### config.mk
export PLATFORM = sky130hd
export DESIGN_NAME = cam_ctrl_flat
export DESIGN_NICKNAME = d
export VERILOG_FILES = /design/src/rtl/cam_ctrl_if.sv /design/src/rtl/cam_ctrl.sv /design/src/flat_wrapper.sv
export SDC_FILE = /design/constraint.sdc
export NUM_CORES = 1
export LEC_CHECK = 0
export BUFFER_PORTS_ARGS = -buffer_cell sky130_fd_sc_hd__buf_2
export CORE_AREA = 4 4 85 87
export CTS_BUF_LIST = sky130_fd_sc_hd__clkbuf_2 sky130_fd_sc_hd__clkbuf_4 sky130_fd_sc_hd__clkbuf_8
export CTS_CLUSTER_DIAMETER = 40
export DETAILED_ROUTE_END_ITERATION = 10
export DIE_AREA = 0 0 89 91
export GPL_TIMING_DRIVEN = 0
export PLACE_DENSITY = 0.86
export SYNTH_ARGS = -nofsm -noshare
export SYNTH_HDL_FRONTEND = slang
export SYNTH_SLANG_ARGS = --single-unit
### constraint.sdc
create_clock -name clk -period 2.8 [get_ports clk]
set_clock_uncertainty 0.1 [all_clocks]
set_input_delay 0.56 -clock clk [delete_from_list [all_inputs] [get_ports clk]]
set_output_delay 0.56 -clock clk [all_outputs]
set_load 0.1 [all_outputs]
### src/rtl/cam_ctrl_if.sv
// Request/response channel bundle between a CAM client (master) and cam_ctrl (slave).
// Width parameters must match the cam_ctrl instance the bundle is connected to.
interface cam_ctrl_if #(
    parameter int WIDTH  = 8,
    parameter int DEPTH  = 16,
    parameter int ADDR_W = $clog2(DEPTH)
) ();
    logic              req_valid;
    logic              req_ready;
    logic [1:0]        req_op;
    logic [ADDR_W-1:0] req_addr;
    logic [WIDTH-1:0]  req_key;

    logic              resp_valid;
    logic              resp_ready;
    logic              resp_hit;
    logic [ADDR_W-1:0] resp_addr;
    logic              resp_multi;

    modport master (
        output req_valid, req_op, req_addr, req_key, resp_ready,
        input  req_ready, resp_valid, resp_hit, resp_addr, resp_multi
    );

    modport slave (
        input  req_valid, req_op, req_addr, req_key, resp_ready,
        output req_ready, resp_valid, resp_hit, resp_addr, resp_multi
    );
endinterface

### src/rtl/cam_ctrl.sv
// Controller for a DEPTH x WIDTH binary CAM: drives the cell array, reduces and
// masks its per-cell matches, and priority-encodes the result onto a response channel.
module cam_ctrl #(
    parameter int WIDTH = 8,
    parameter int DEPTH = 16,
    localparam int ADDR_W = $clog2(DEPTH)
) (
    input  logic                   clk,
    input  logic                   reset,
    cam_ctrl_if.slave              bus,
    output logic [WIDTH-1:0]       o_cell_data,
    output logic [DEPTH-1:0]       o_cell_we,
    output logic                   o_cell_se,
    output logic [WIDTH-1:0]       o_cell_key,
    input  logic [DEPTH*WIDTH-1:0] i_cell_match,
    output logic [DEPTH-1:0]       o_valid
);

    localparam logic [1:0] OP_SEARCH = 2'b00;
    localparam logic [1:0] OP_WRITE  = 2'b01;
    localparam logic [1:0] OP_INVAL  = 2'b10;
    localparam logic [1:0] OP_CLEAR  = 2'b11;

    typedef enum logic [2:0] {
        IDLE,
        SEARCH,
        EVAL,
        WRITE,
        RESP
    } state_t;

    state_t            r_state;
    state_t            w_next_state;
    logic [ADDR_W-1:0] r_addr;
    logic [WIDTH-1:0]  r_key;
    logic [DEPTH-1:0]  r_valid;
    logic [DEPTH-1:0]  r_row_match;
    logic              r_resp_hit;
    logic [ADDR_W-1:0] r_resp_addr;
    logic              r_resp_multi;

    logic              w_accept;
    logic [DEPTH-1:0]  w_row_hit;
    logic [ADDR_W-1:0] w_enc_addr;
    logic              w_multi;

    assign w_accept = bus.req_valid && (r_state == IDLE);

    always_ff @(posedge clk) begin
        if (reset) begin
            r_state <= IDLE;
        end else begin
            r_state <= w_next_state;
        end
    end

    // Invalidate and clear finish on the acceptance edge, so they jump straight to RESP.
    always_comb begin
        w_next_state = r_state;
        case (r_state)
            IDLE: begin
                if (w_accept) begin
                    case (bus.req_op)
                        OP_SEARCH: w_next_state = SEARCH;
                        OP_WRITE:  w_next_state = WRITE;
                        default:   w_next_state = RESP;
                    endcase
                end
            end
            SEARCH:  w_next_state = EVAL;
            EVAL:    w_next_state = RESP;
            WRITE:   w_next_state = RESP;
            RESP: begin
                if (bus.resp_ready) begin
                    w_next_state = IDLE;
                end
            end
            default: w_next_state = IDLE;
        endcase
    end

    always_comb begin
        bus.req_ready  = (r_state == IDLE);
        bus.resp_valid = (r_state == RESP);
        bus.resp_hit   = r_resp_hit;
        bus.resp_addr  = r_resp_addr;
        bus.resp_multi = r_resp_multi;
        o_cell_se      = 1'b0;
        o_cell_key     = '0;
        o_cell_we      = '0;
        o_cell_data    = '0;
        if (r_state == SEARCH) begin
            o_cell_se  = 1'b1;
            o_cell_key = r_key;
        end
        if (r_state == WRITE) begin
            o_cell_we   = DEPTH'(1) << r_addr;
            o_cell_data = r_key;
        end
    end

    // A row hits only when every one of its cells matches the broadcast key.
    always_comb begin
        w_row_hit = '0;
        for (int r = 0; r < DEPTH; r++) begin
            w_row_hit[r] = &i_cell_match[r*WIDTH +: WIDTH];
        end
    end

    // Scanning downward lets the lowest matching row overwrite any higher one.
    always_comb begin
        w_enc_addr = '0;
        for (int r = DEPTH - 1; r >= 0; r--) begin
            if (r_row_match[r]) begin
                w_enc_addr = ADDR_W'(r);
            end
        end
        w_multi = |(r_row_match & (r_row_match - DEPTH'(1)));
    end

    always_ff @(posedge clk) begin
        if (reset) begin
            r_addr       <= '0;
            r_key        <= '0;
            r_valid      <= '0;
            r_row_match  <= '0;
            r_resp_hit   <= 1'b0;
            r_resp_addr  <= '0;
            r_resp_multi <= 1'b0;
        end else begin
            case (r_state)
                IDLE: begin
                    if (w_accept) begin
                        r_addr <= bus.req_addr;
                        r_key  <= bus.req_key;
                        if (bus.req_op == OP_INVAL) begin
                            r_valid[bus.req_addr] <= 1'b0;
                            r_resp_hit   <= 1'b0;
                            r_resp_addr  <= bus.req_addr;
                            r_resp_multi <= 1'b0;
                        end else if (bus.req_op == OP_CLEAR) begin
                            r_valid      <= '0;
                            r_resp_hit   <= 1'b0;
                            r_resp_addr  <= '0;
                            r_resp_multi <= 1'b0;
                        end
                    end
                end
                SEARCH: begin
                    r_row_match <= w_row_hit & r_valid;
                end
                EVAL: begin
                    r_resp_hit   <= |r_row_match;
                    r_resp_addr  <= w_enc_addr;
                    r_resp_multi <= w_multi;
                end
                WRITE: begin
                    r_valid[r_addr] <= 1'b1;
                    r_resp_hit      <= 1'b1;
                    r_resp_addr     <= r_addr;
                    r_resp_multi    <= 1'b0;
                end
                default: begin
                end
            endcase
        end
    end

    assign o_valid = r_valid;

endmodule
### src/flat_wrapper.sv
// flat-port wrapper written by rule: the top's interface ports become plain ports
module cam_ctrl_flat 
#(
    parameter int WIDTH = 8,
    parameter int DEPTH = 16,
    localparam int ADDR_W = $clog2(DEPTH)
)
  (clk, reset, o_cell_data, o_cell_we, o_cell_se, o_cell_key, i_cell_match, o_valid, bus_req_valid, bus_req_op, bus_req_addr, bus_req_key, bus_resp_ready, bus_req_ready, bus_resp_valid, bus_resp_hit, bus_resp_addr, bus_resp_multi);
  cam_ctrl_if #(.WIDTH(WIDTH), .DEPTH(DEPTH)) bus_i ();
  input  logic clk;
  input  logic reset;
  output logic [WIDTH-1:0] o_cell_data;
  output logic [DEPTH-1:0] o_cell_we;
  output logic o_cell_se;
  output logic [WIDTH-1:0] o_cell_key;
  input  logic [DEPTH*WIDTH-1:0] i_cell_match;
  output logic [DEPTH-1:0] o_valid;
  input wire logic [$bits(bus_i.req_valid)-1:0] bus_req_valid;
  input wire logic [$bits(bus_i.req_op)-1:0] bus_req_op;
  input wire logic [$bits(bus_i.req_addr)-1:0] bus_req_addr;
  input wire logic [$bits(bus_i.req_key)-1:0] bus_req_key;
  input wire logic [$bits(bus_i.resp_ready)-1:0] bus_resp_ready;
  output wire logic [$bits(bus_i.req_ready)-1:0] bus_req_ready;
  output wire logic [$bits(bus_i.resp_valid)-1:0] bus_resp_valid;
  output wire logic [$bits(bus_i.resp_hit)-1:0] bus_resp_hit;
  output wire logic [$bits(bus_i.resp_addr)-1:0] bus_resp_addr;
  output wire logic [$bits(bus_i.resp_multi)-1:0] bus_resp_multi;
  assign bus_i.req_valid = bus_req_valid;
  assign bus_i.req_op = bus_req_op;
  assign bus_i.req_addr = bus_req_addr;
  assign bus_i.req_key = bus_req_key;
  assign bus_i.resp_ready = bus_resp_ready;
  assign bus_req_ready = bus_i.req_ready;
  assign bus_resp_valid = bus_i.resp_valid;
  assign bus_resp_hit = bus_i.resp_hit;
  assign bus_resp_addr = bus_i.resp_addr;
  assign bus_resp_multi = bus_i.resp_multi;
  cam_ctrl #(.WIDTH(WIDTH), .DEPTH(DEPTH)) u_core (.clk(clk), .reset(reset), .bus(bus_i), .o_cell_data(o_cell_data), .o_cell_we(o_cell_we), .o_cell_se(o_cell_se), .o_cell_key(o_cell_key), .i_cell_match(i_cell_match), .o_valid(o_valid));
endmodule
Word-level counts from Yosys, hierarchy flattened
Index checks and enable logic that the tools add are counted.
Storage, ports and cells
  register bits: 53
  input port bits: 146
  output and inout bits: 57
  logic and storage cells: 100
Operators by class
  add/subtract/negate cells: 1
  $lt $le $gt $ge: 4
  equality and inequality tests: 10
  shift operators: 1
  multiplexer cells: 41
  bitwise operators: 5
  reduce and logical (&&, ||, !) cells: 30
Operators with widths (count)
  $reduce_and A8 Y1: 16
  $mux W4: 19
  $mux W16: 4
  $and A16 B16 Y16: 3
  $pmux W16 S2: 1
  $reduce_or A16 Y1: 2
  $mux W8: 2
  $not A16 Y16: 1
  $or A16 B16 Y16: 1
  $shl A1 B4 Y16 const A: 1
  $sub A16 B1 Y16 const B: 1
  $pmux W3 S4: 1
  $pmux W4 S3: 1
  $lt A4 B5 Y1 const B: 2
  $demux W1 S4: 2
  $ge A4 B1 Y1 const B: 2
  $eq A3 B2 Y1 const B: 2
  $mux W1: 6
  $mux W3: 2
  $pmux W1 S3: 2
  $pmux W3 S2: 1
  $reduce_and A3 Y1: 2
  $eq A2 B2 Y1 const B: 2
  $reduce_and A2 Y1: 2
  other kinds (12): 14

Longest topological paths before layout
  depth after elaboration: 17
  mapped depth: 7
  depth with buffers taken out: 5

Least setup slack after synthesis
Ideal clock, no wire load.
  kind: register to output
  start: register u_core.r_state[2]
  end: output port o_cell_we[4]
  arrival: 2.971 ns
  required time: 2.140 ns
  path slack: -0.831 ns
  stages on the path, launching flop included: 6
  path buffers: 2
  cell sequence: dfxtp_1 buf_2 and3b_1 buf_4 nand3b_1 nor3_1
On the way
  cells in the longest elaborated chain, start to end: 2
Ends and longest elaborated chain
  start: declaration: RTL line cam_ctrl.sv:32  | state_t r_state;
  start signal: assignment: RTL line cam_ctrl.sv:53  | r_state <= w_next_state;
  $eq A3 B2 Y1: RTL line cam_ctrl.sv:96  | if (r_state == WRITE) begin
  $mux W16: RTL line cam_ctrl.sv:96
  end: declaration: RTL line flat_wrapper.sv:13  | output logic [DEPTH-1:0] o_cell_we;
Every way passes these cells.

Worst setup path in the final report
  start: register u_core.r_state[2]
  end: output port o_cell_we[0]
The elaborated chain is that of the path after synthesis.

==> flow_metrics.py <==
metrics = {
    "sta": {
        "max-slew-margin-rel_pct": 54.1,
        "whs_ns": 0.361,
        "grt_setup_unrepaired": "no",
        "fin_crit_ns": 2.76,
        "hold_viol": 0,
        "drv_slew": 0,
        "finalSetupViolCount": 0,
        "worstMarginPinSlew_ns": 0.683,
        "period_share_pct": 98.6,
        "fmax_ghz": 0.362,
    },
    "worst_setup_path": {
        "worstSetupEndpoint": "o_cell_we[0]",
        "crit_path_start_kind": "flop",
        "crit_start": "u_core.r_state[2]",
        "critPathKind": "flop to output port",
        "r2r_slack_ns": 0.72,
        "path_max_fanout": 10,
        "arrival_ns": 2.10,
        "r2r_start": "u_core.r_state[0]",
        "r2r-end": "u_core.bus.resp_multi",
        "worst_setup_path_end_kind": "output port",
        "reg2regPathDepth": 6,
        "worst-endpoint-required_ns": 2.14,
    },
    "detailed_routing": {
        "wire_per_inst_um": 17.4,
        "ant_nets": 0,
        "dr.pass1.iters": 5,
        "drt_wl_total_um": 11800,
        "drt_iter0_drc": 351,
        "vias_per_cell": 5.75,
        "vias": 3896,
        "drc": 0,
    },
    "placement": {
        "dp_hpwl_um": 9570,
        "buffer_ports.inserted": 197,
        "gp_congestion": 0.937,
    },
    "cells_and_area": {
        "num_antenna_cells": 0,
        "seq_area_um2": 1060,
        "final_cell_mix": "193 x buf_2, 53 x dfxtp_1, 50 x nand2_1",
        "finalNetCount": 746,
        "final_common_cell": "buf_2",
        "fill_cells": 577,
        "drive_gt1_share_pct": 38.8,
        "multiInputGateArea_um2": 1770,
        "area_growth_syn_to_layout_pct": 44.0,
        "utilization_pct": 65.9,
    },
    "synth": {
        "synth_nets": 542,
        "ys.flop_type": "dfxtp_1",
        "synth-simple-area-share_pct": 36.5,
        "avgSynthCellArea_um2": 7.34,
        "synth_top_family_by_area": "simple AND/OR/NAND/NOR gates",
        "synth_enable_flop_cells": 0,
        "seq_area_frac_synth_pct": 36.5,
        "yosys-mux-area-fraction_pct": 0,
        "synth_compound_area_share_pct": 21.9,
        "synth-seq-cells": 53,
        "synth_cells": 396,
        "synth_xor_area_share_pct": 0,
        "synth_warnings": 0,
        "netlist_area_um2": 2910,
        "ys_types": 46,
        "synthAdderAreaFrac_pct": 0.689,
        "synthArstFlopShare_pct": 0,
    },
    "pwr": {
        "powerDensity_nw_per_um2": 406,
        "p_leak_uw": 0.00189,
        "ir_drop_v": 0.000356,
    },
    "floorplanning": {
        "io_pins": 203,
        "die_w_um": 89,
        "die-area_um2": 8100,
        "rows": 29,
        "initial_core_util_pct": 45.8,
        "die_h_um": 91,
        "core_region_area_um2": 6350,
    },
    "cts": {
        "clk_latency_ns": 0.32,
        "cts_tree": "built",
        "post_cts.repair.setup_buffers": 0,
        "htreeDepth": 2,
        "cts_buffers": 5,
        "ctsLongestPathBuffers": 2,
        "path_clk_slew_ns": 0.10,
        "cts_root_buf": "clkbuf_8",
        "cts_resized": 5,
        "ctsHoldBuffers": 0,
        "cts.sinks": 53,
    },
    "run": {
        "maxCapViolCount": 0,
    },
    "grt": {
        "grt_pass1_vias": 3667,
        "antenna_found_initial": 0,
        "grt_max_degree": 19,
        "grt_pass1_wl_um": 18000,
        "track_usage_pct": 27.7,
        "grt-ovfl-total": 0,
    },
    "status": {
        "status": "completed",
    },
    "worst_hold_path": {
        "min_path_type": "flop to flop",
    },
}
==> cell usage after synthesis (all sizes together) (2+ instances only) <==
library cell / count / share of area (%)
o21a: 7 / 1.8
nand3b: 4 / 1.0
o31ai: 7 / 1.8
dfxtp: 53 / 37
o41ai: 3 / 0.90
a311oi: 2 / 0.60
and3b: 2 / 0.60
maj3: 2 / 0.69
or4: 2 / 0.77
o21ai: 13 / 2.2
a211oi: 11 / 3.0
nor4: 20 / 4.3
nor2b: 4 / 0.86
inv: 6 / 0.77
a221oi: 2 / 0.60
nand2: 50 / 6.5
a21oi: 43 / 7.4
nor2: 55 / 7.3
nand3: 17 / 2.9
nor3: 10 / 1.9
a31oi: 2 / 0.43
o31a: 2 / 0.60
and2: 8 / 1.7
clkbuf: 18 / 2.3
and3: 8 / 1.7
nand4: 17 / 3.7
nand2b: 8 / 1.7
buf: 7 / 1.3
==> worst min-delay path by stage <==
stage          cells past startpoint             endpoint  slack, ns                start
2_1_floorplan                      2      u_core.r_key[7]       0.34      u_core.r_key[7]
3_3_place_gp                       2  u_core.bus.resp_hit       0.34  u_core.bus.resp_hit
3_5_place_dp                       2  u_core.bus.resp_hit       0.35  u_core.bus.resp_hit
4_1_cts                            2  u_core.bus.resp_hit       0.36  u_core.bus.resp_hit
5_1_grt                            3      u_core.r_key[5]       0.36       bus_req_key[5]
6_report                           2  u_core.bus.resp_hit       0.36  u_core.bus.resp_hit
==> layout make-up <==
| type | instances | area share [%] |
|---|---|---|
| buffer | 25 | 2.54 |
| timing repair buffer | 197 | 24.1 |
| multi-input combinational | 312 | 42.3 |
| clock buffer | 5 | 1.64 |
| clock inverter | 3 | 1.20 |
| tap | 77 | 2.30 |
| sequential | 53 | 25.3 |
| inverter | 6 | 0.538 |
==> where the power goes <==
| part | internal (µW) | leakage, µW | switching, µW | total (µW) |
|---|---|---|---|---|
| Sequential | 774 | 0.000430 | 13.0 | 787 |
| Clock | 274 | 0.0000603 | 273 | 548 |
| Combinational | 127 | 0.00140 | 237 | 364 |
==> sequential cells by signal, summed over array words and instances, names as in the netlist <==
signal	cells
u_core.bus.resp_multi	1
u_core.r_key	8
u_core.r_addr	4
u_core.r_row_match	16
u_core.bus.resp_addr	4
u_core.o_valid	16
u_core.bus.resp_hit	1
u_core.r_state	3
==> cell families (layout without fill, tap and decap cells) <==
kind of cell,after synthesis,in the layout
buffers and inverters,31,236
flip-flops,53,53
AND/OR/NAND/NOR,210,210
adder cells (fa/ha/maj),2,2
AO/OA/AOI/OAI,100,100
==> critical path, stage by stage, from the launching register on <==
cell and delay (ns):
dfxtp_1 0.31, buf_2 0.18, and3b_1 0.22, buf_4 0.14, or3b_4 0.42, nor3_2 0.25, buf_6 0.28
==> routing by layer <==
| layer | track usage, % | vias to the layer above | routed length (µm) |
|---|---|---|---|
| met1 | 37.3 | 1807 | 4650 |
| met2 | 44.0 | 198 | 5840 |
| met5 | 0 | - | 0 |
| met4 | 9.68 | 0 | 282 |
| li1 | - | 1859 | - |
| met3 | 5.43 | 32 | 1030 |
==> through the flow <==
stage          setup TNS [ns]  instances  setup slack [ns]  total power (µW)  instance area, µm²
6_report                    0        678            0.0378              1700                4190
5_1_grt                     0        678          0.000535              1760                4190
4_1_cts                     0        678           0.00214              1690                4170
3_5_place_dp                0        670             0.204              1160                4040
3_3_place_gp                0        670             0.256              1150                4040
2_1_floorplan          -0.891        396            -0.308              1010                2950
(Power assumes the default switching activity.)
